File: src/rtl/conv1_ctrl.sv
// conv1_ctrl: sequences one conv1 frame from pixel memory into the
// line/window buffer and counts the windows it produces.
module conv1_ctrl #(
    parameter int WIDTH       = 28,
    parameter int HEIGHT      = 28,
    parameter int DATA_BITS   = 8,
    parameter int FILTER_SIZE = 7,
    parameter int ADDR_BITS   = 10,
    parameter int TIMEOUT     = 1024
) (
    input  logic                 clk,
    input  logic                 rst,
    input  logic                 start,
    input  logic                 abort,
    input  logic [ADDR_BITS-1:0] base_addr,
    output logic                 mem_req,
    input  logic                 mem_gnt,
    output logic [ADDR_BITS-1:0] mem_addr,
    input  logic [DATA_BITS-1:0] mem_rd_data,
    output logic                 calc_ready,
    input  logic                 buf_ready,
    output logic                 valid_in,
    output logic [DATA_BITS-1:0] data_in,
    input  logic                 valid_out_buf,
    output logic                 busy,
    output logic                 done,
    output logic                 timeout_err,
    output logic [15:0]          win_count,
    output logic [15:0]          frame_count
);

    localparam int NPIX = WIDTH * HEIGHT;
    localparam int NWIN = (HEIGHT - FILTER_SIZE + 1) * (WIDTH - FILTER_SIZE + 1);
    localparam int CW   = $clog2(NPIX + 1);
    localparam int TW   = $clog2(TIMEOUT + 1);

    typedef enum logic [2:0] {
        S_IDLE,
        S_ARM,
        S_LOAD,
        S_WAIT_WIN,
        S_DONE,
        S_ERR
    } state_t;

    state_t               state;
    logic [ADDR_BITS-1:0] base_q;
    logic [CW-1:0]        issued;
    logic [TW-1:0]        timer;
    logic                 all_issued;
    logic                 issue;
    logic                 tmo;

    // Outputs decoded purely from registered state and counters.
    assign all_issued = (issued == CW'(NPIX));
    assign mem_req    = (state == S_LOAD) && !all_issued;
    assign issue      = mem_req && mem_gnt;
    assign mem_addr   = base_q + ADDR_BITS'(issued);
    assign data_in    = mem_rd_data;
    assign busy       = (state != S_IDLE);
    assign done       = (state == S_DONE);
    assign calc_ready = (state == S_ARM) || (state == S_LOAD) ||
                        (state == S_WAIT_WIN);
    assign tmo        = (timer == TW'(TIMEOUT - 1));

    // Frame sequencer: state, counters, stall timer and pixel strobe.
    always_ff @(posedge clk or posedge rst) begin
        if (rst) begin
            state       <= S_IDLE;
            base_q      <= '0;
            issued      <= '0;
            timer       <= '0;
            valid_in    <= 1'b0;
            win_count   <= '0;
            frame_count <= '0;
            timeout_err <= 1'b0;
        end else begin
            // An in-flight read still delivers its pixel, even after abort.
            valid_in <= issue;
            if (issue) begin
                issued <= issued + 1'b1;
            end
            if ((state != S_IDLE) && abort) begin
                state <= S_IDLE;
                timer <= '0;
            end else begin
                unique case (state)
                    S_IDLE: begin
                        if (start) begin
                            base_q      <= base_addr;
                            issued      <= '0;
                            win_count   <= '0;
                            timeout_err <= 1'b0;
                            timer       <= '0;
                            state       <= S_ARM;
                        end
                    end
                    S_ARM: begin
                        if (buf_ready) begin
                            timer <= '0;
                            state <= S_LOAD;
                        end else if (tmo) begin
                            timeout_err <= 1'b1;
                            state       <= S_ERR;
                        end else begin
                            timer <= timer + 1'b1;
                        end
                    end
                    S_LOAD: begin
                        // The last strobe is visible once every read is issued.
                        if (valid_in && all_issued) begin
                            timer <= '0;
                            state <= S_WAIT_WIN;
                        end else if (issue) begin
                            timer <= '0;
                        end else if (tmo) begin
                            timeout_err <= 1'b1;
                            state       <= S_ERR;
                        end else begin
                            timer <= timer + 1'b1;
                        end
                    end
                    S_WAIT_WIN: begin
                        if (valid_out_buf) begin
                            timer <= '0;
                            if (win_count != 16'hFFFF) begin
                                win_count <= win_count + 1'b1;
                            end
                            if (win_count == 16'(NWIN - 1)) begin
                                frame_count <= frame_count + 1'b1;
                                state       <= S_DONE;
                            end
                        end else if (tmo) begin
                            timeout_err <= 1'b1;
                            state       <= S_ERR;
                        end else begin
                            timer <= timer + 1'b1;
                        end
                    end
                    S_DONE:  state <= S_IDLE;
                    S_ERR:   state <= S_IDLE;
                    default: state <= S_IDLE;
                endcase
            end
        end
    end

endmodule

File: config.mk
export PLATFORM = sky130hd
export DESIGN_NAME = conv1_ctrl
export DESIGN_NICKNAME = d
export VERILOG_FILES = /design/src/rtl/conv1_ctrl.sv
export SDC_FILE = /design/constraint.sdc
export NUM_CORES = 1
export LEC_CHECK = 0
export ABC_AREA = 0
export CAP_MARGIN = 25
export CORE_MARGIN = 3
export CORE_UTILIZATION = 30
export DETAILED_ROUTE_END_ITERATION = 10
export DONT_BUFFER_PORTS = 1
export PLACE_DENSITY = 0.45
export SETUP_SLACK_MARGIN = 0.15
export SYNTH_ARGS = -nofsm -noshare
export SYNTH_HDL_FRONTEND = slang
export SYNTH_SLANG_ARGS = --single-unit
File: constraint.sdc
create_clock -name clk -period 2.3 [get_ports clk]
set_input_delay 0.345 -clock clk [delete_from_list [all_inputs] [get_ports clk]]
set_output_delay 0.345 -clock clk [all_outputs]
set_load 0.01 [all_outputs]
Word-level counts from Yosys, hierarchy flattened. Index checks and enable logic that the tools add are counted.

$add $sub $neg: 5. Eq/ne operators: 18. Mux-type cells: 32. Bitwise operators: 1. Reduce and logical (&&, ||, !) cells: 18.

Operators with widths (number): $mux 11 (7); $mux 16 (3); $pmux 11 s4 (1); $mux 10 (4); $add 16x1->16 const B (2); $pmux 16 s2 (1); $mux 3 (8); $eq 16x9->1 const B (1); $ne 16x16->1 const B (1); $ne 2x2->1 const B (6); $pmux 3 s4 (1); $add 11x1->11 const B (1); $eq 11x10->1 const B (1); $add 10x1->10 const B (1); $add 10x10->10 (1); $eq 10x10->1 const B (1); $ne 4x2->1 const B (2); $reduce_and 7->1 (1); $eq 3x2->1 const B (2); $mux 1 (6); $reduce_and 3->1 (2); $reduce_and 5->1 (1); $reduce_bool 5->1 (1); $logic_and 1x1->1 (4); 14 further kinds (15).

Register bits after elaboration: 68. Input bits: 25. Output and inout bits: 56. Logic and storage cells: 82.

Depth between registers and ports, before layout. Gate-level depths: netlist of run 1.

Depth after elaboration: 8. Depth in mapped cells: 8.

Worst setup path after synthesis of run 1. Ideal clock, no wire load.

Kind: reg-to-output. Start point: reg issued[0]. End point: out mem_addr[8]. Data arrival time: 1.746 ns. Required time: 1.955 ns. Slack: 0.209 ns. Cell stages (with the launch flop): 9. Path buffers: 0. Path through: dfrtp_1 ha_1 inv_1 fa_1 nor2b_1 o21a_1 o21ai_0 a31oi_1 xor2_1.

Longest elaborated chain between the ends: 1.

Ends and longest elaborated chain: start, declared (line 48) `logic [CW-1:0] issued;`; start signal, assigned (line 81) `issued <= issued + 1'b1;`; $add 10x10->10 (line 58) `assign mem_addr = base_q + ADDR_BITS'(issued);`; end, declared (line 18) `output logic [ADDR_BITS-1:0] mem_addr,`.

Every way passes these cells.

Worst setup path after layout of run 1. Ends and elaborated chain as after synthesis.

==> results.cfg, run 1 <==
[pwr]
p_sw_mw = 1.510
p_clk_share_pct = 34.5
seq_power_share_pct = 33.8
pwr_density_cell_nw_per_um2 = 868.3
internal_power_mw = 2.838
leakagePower_nw = 2.134
combPwrFrac_pct = 31.7
vdd_drop_max_uv = 320.2
p_sw_share_pct = 34.72

[sta]
clock.fmax_ghz = 0.4016
post-route-period-util_pct = 108.3
hold_viol_final = 0
min_period_ps = 2490
grt_setup_unrepaired = yes
finalSetupViolCount = 4
relSlewSlack_pct = 56.45
drv_slew = 0
fin_worst_skew_ps = 4.528
setup_slack_ps = -189.8
worst_pin_slew_ps = 651.7
setup_tns_ps = -441.6

[global_routing]
grt_pass1_wl_um = 16880
grt_max_degree = 69
grt_pass1_vias = 3263
antenna_found_initial = 0
globalRouteTotalUtil_pct = 14.30
overflow = 0

[setup_path]
cp_max_fo = 3
arrival_ps = 2140
setup.worst_path.start_class = flop
worstPathRequired_ps = 1960
path_class = reg2out
r2r-start = issued[5]$_DFF_PP0_
crit_start = issued[0]$_DFF_PP0_
critPathCaptureType = output port

[logic_synthesis]
async_flop_share_pct = 100.0
synth_area_um2 = 4134
synthCells = 452
yosys_warnings = 0
ys_ff_latch = 68
synth_top_area_share_pct = 41.16
synthTopCellsByArea = dfrtp_1 41%, nand2_1 6.0%, ha_1 4.2%
synth.top_cells.by_count = 68 x dfrtp_1, 66 x nand2_1, 37 x nor2_1
seq_area_frac_synth_pct = 41.16
yosysMostFrequentCell = dfrtp_1
synth_edf_count = 0
postSynthAreaPerCell_um2 = 9.146
ys_types = 65
synth_fp_nets = 492
post-synth-top-area-cell = dfrtp_1
synth_flop_cell = dfrtp_1

[die]
start_util_pct = 30.97
rows = 42
fp.dieArea_um2 = 15220
fp.dieW_um = 123.4
die_h_um = 123.4
io_pins = 81
fp.coreArea_um2 = 13350

[clock_network]
cts_max_path_buffers = 2
cts_root_buf = clkbuf_16
cts_tree = built
clkSinkCount = 68
path_clk_slew_ps = 60
insertion_delay_ps = 340
h-tree-depth = 3
cts_inserted_buffers = 9

[flow_run]
cap_violations = 0

[detailed_routing]
vias_per_cell = 5.056
ant_nets = 0
wirelength_um = 10580
drt_iter0_markers = 225
drc_errors = 0
dr.pass1.iters = 4
vias = 3337
wl_per_cell_um = 16.03

[placement]
placement.io_buffers = 0
dp.cells = 634
gp_congestion = 0.8481
dpl_cell_area_um2 = 4439
dp_hpwl_um = 7565

[cells_and_area]
finalNonFillerCells = 660
diodes = 0
area.growth.synth_to_final_pct = 21.13
fillCellCount = 1380
drive_gt1_share_pct = 21.90
design_area_um2 = 5007
num-nets-final = 519

[outcome]
status = finished with violations
violations = setup timing

[hold_path]
min_from = base_addr[4]
timing.hold.worst.class = in2reg
[repair_timing]
item | 4_1_cts | 5_1_grt
buffers inserted | 2 | 6
hold buffers | 1 | 0
hold endpoints to repair | 68 | 0
gates cloned | 0 | 1
setup endpoints to repair | 9 | 22
gates resized for setup | 14 | 27
pin swaps | 4 | 9
[cell type report]
type / count / area (µm²) / share of cell area, %
Sequential cell: 68 / 1708 / 34.11
Clock buffer: 9 / 225.2 / 4.498
Timing Repair Buffer: 37 / 292.8 / 5.847
Clock inverter: 7 / 101.3 / 2.024
Tap cell: 176 / 220.2 / 4.398
Multi-Input combinational cell: 342 / 2381 / 47.55
Inverter: 21 / 78.83 / 1.574
[kinds of logic (layout without fill, tap and decap cells)]
group / Yosys count / count (layout) / synth area share [%]
mux: 3 / 3 / 0.7567
fa+ha+maj: 15 / 15 / 4.722
simple gates: 212 / 212 / 27.72
xor+xnor: 36 / 36 / 7.627
compound gates: 75 / 76 / 12.77
flops: 68 / 68 / 41.16
buf+inv: 43 / 74 / 5.236
[sequential cells by signal (all words and copies together), names as in the netlist]
signal and flops:
valid_in 1, base_q 10, timer 11, frame_count 16, issued 10, state 3, timeout_err 1, win_count 16
[worst max-delay path, stage by stage (launching register included)]
cell     delay [ps]
dfrtp_1         350
ha_2            200
inv_2            40
fa_2            360
nor2b_2         140
o21a_1          170
o21ai_2          80
a31oi_1         210
xor2_1          270
[power groups by stage]
stage / clock network [mW] / registers (mW) / logic, mW
final: 1.50 / 1.47 / 1.38
after global routing: 1.60 / 1.49 / 1.56
after CTS: 1.55 / 1.46 / 1.33
after detailed placement: 0 / 1.48 / 1.28
after global placement: 0 / 1.47 / 1.27
after floorplan: 0 / 1.44 / 0.970
[per-layer routing]
| metal | share of wire (%) | track usage (%) |
|---|---|---|
| met5 | 0 | 0 |
| met4 | 2.0 | 6.644 |
| met3 | 4.9 | 3.614 |
| met2 | 47 | 22.29 |
| met1 | 46 | 18.61 |
[final timing paths]
path	to	slack, ps	depth (start not counted)
setup reg to reg	timer[3]$_DFFE_PP0P_	100	7
setup / recovery	mem_addr[8]	-190	8
hold / removal	base_q[4]$_DFFE_PP0P_	110	2
min in group asynchronous	frame_count[12]$_DFFE_PP0P_	540	3
hold reg to reg	base_q[2]$_DFFE_PP0P_	490	2
max in group asynchronous	state[1]$_DFFE_PP0P_	1420	3
[through the flow]
| step | util (%) | hold WS, ps | power, mW | setup WS [ps] |
|---|---|---|---|---|
| floorplan | - | 450.4 | 2.410 | 208.8 |
| global placement | 33.26 | 347.2 | 2.738 | 67.86 |
| detailed placement | 33.26 | 346.2 | 2.755 | 46.87 |
| CTS | 36.30 | 101.5 | 4.342 | -206.8 |
| global route | 37.51 | 107.5 | 4.649 | -297.4 |
| finish | 37.51 | 113.2 | 4.348 | -189.8 |
[layout by cell type, fill, tap and decap left out, drive strengths merged, types with 9 or more instances in the layout]
cell / instances
dfrtp: 68
nand2: 66
nor2: 37
buf: 36
nand3: 23
o21ai: 23
inv: 21
xnor2: 20
xor2: 16
nand4: 15
a21oi: 15
nor3: 15
ha: 14
o211ai: 11
or3: 10
clkbuf: 9
(Power assumes the default switching activity.)
==> run 2: changes to the inputs <==
--- a/config.mk
+++ b/config.mk
@@ -11,6 +11,7 @@
 export CORE_UTILIZATION = 30
 export DETAILED_ROUTE_END_ITERATION = 10
 export DONT_BUFFER_PORTS = 1
+export HOLD_SLACK_MARGIN = 0.1
 export PLACE_DENSITY = 0.45
 export SETUP_SLACK_MARGIN = 0.15
 export SYNTH_ARGS = -nofsm -noshare
==> results of run 2 <==
The final DEF is identical to that of run 1; final timing and power are the same.
==> run 3: changes to the inputs <==
--- a/config.mk
+++ b/config.mk
@@ -14,6 +14,7 @@
 export HOLD_SLACK_MARGIN = 0.1
 export PLACE_DENSITY = 0.45
 export SETUP_SLACK_MARGIN = 0.15
+export SLEW_MARGIN = 10
 export SYNTH_ARGS = -nofsm -noshare
 export SYNTH_HDL_FRONTEND = slang
 export SYNTH_SLANG_ARGS = --single-unit
==> results of run 3 <==
The final DEF is identical to that of run 1; final timing and power are the same.
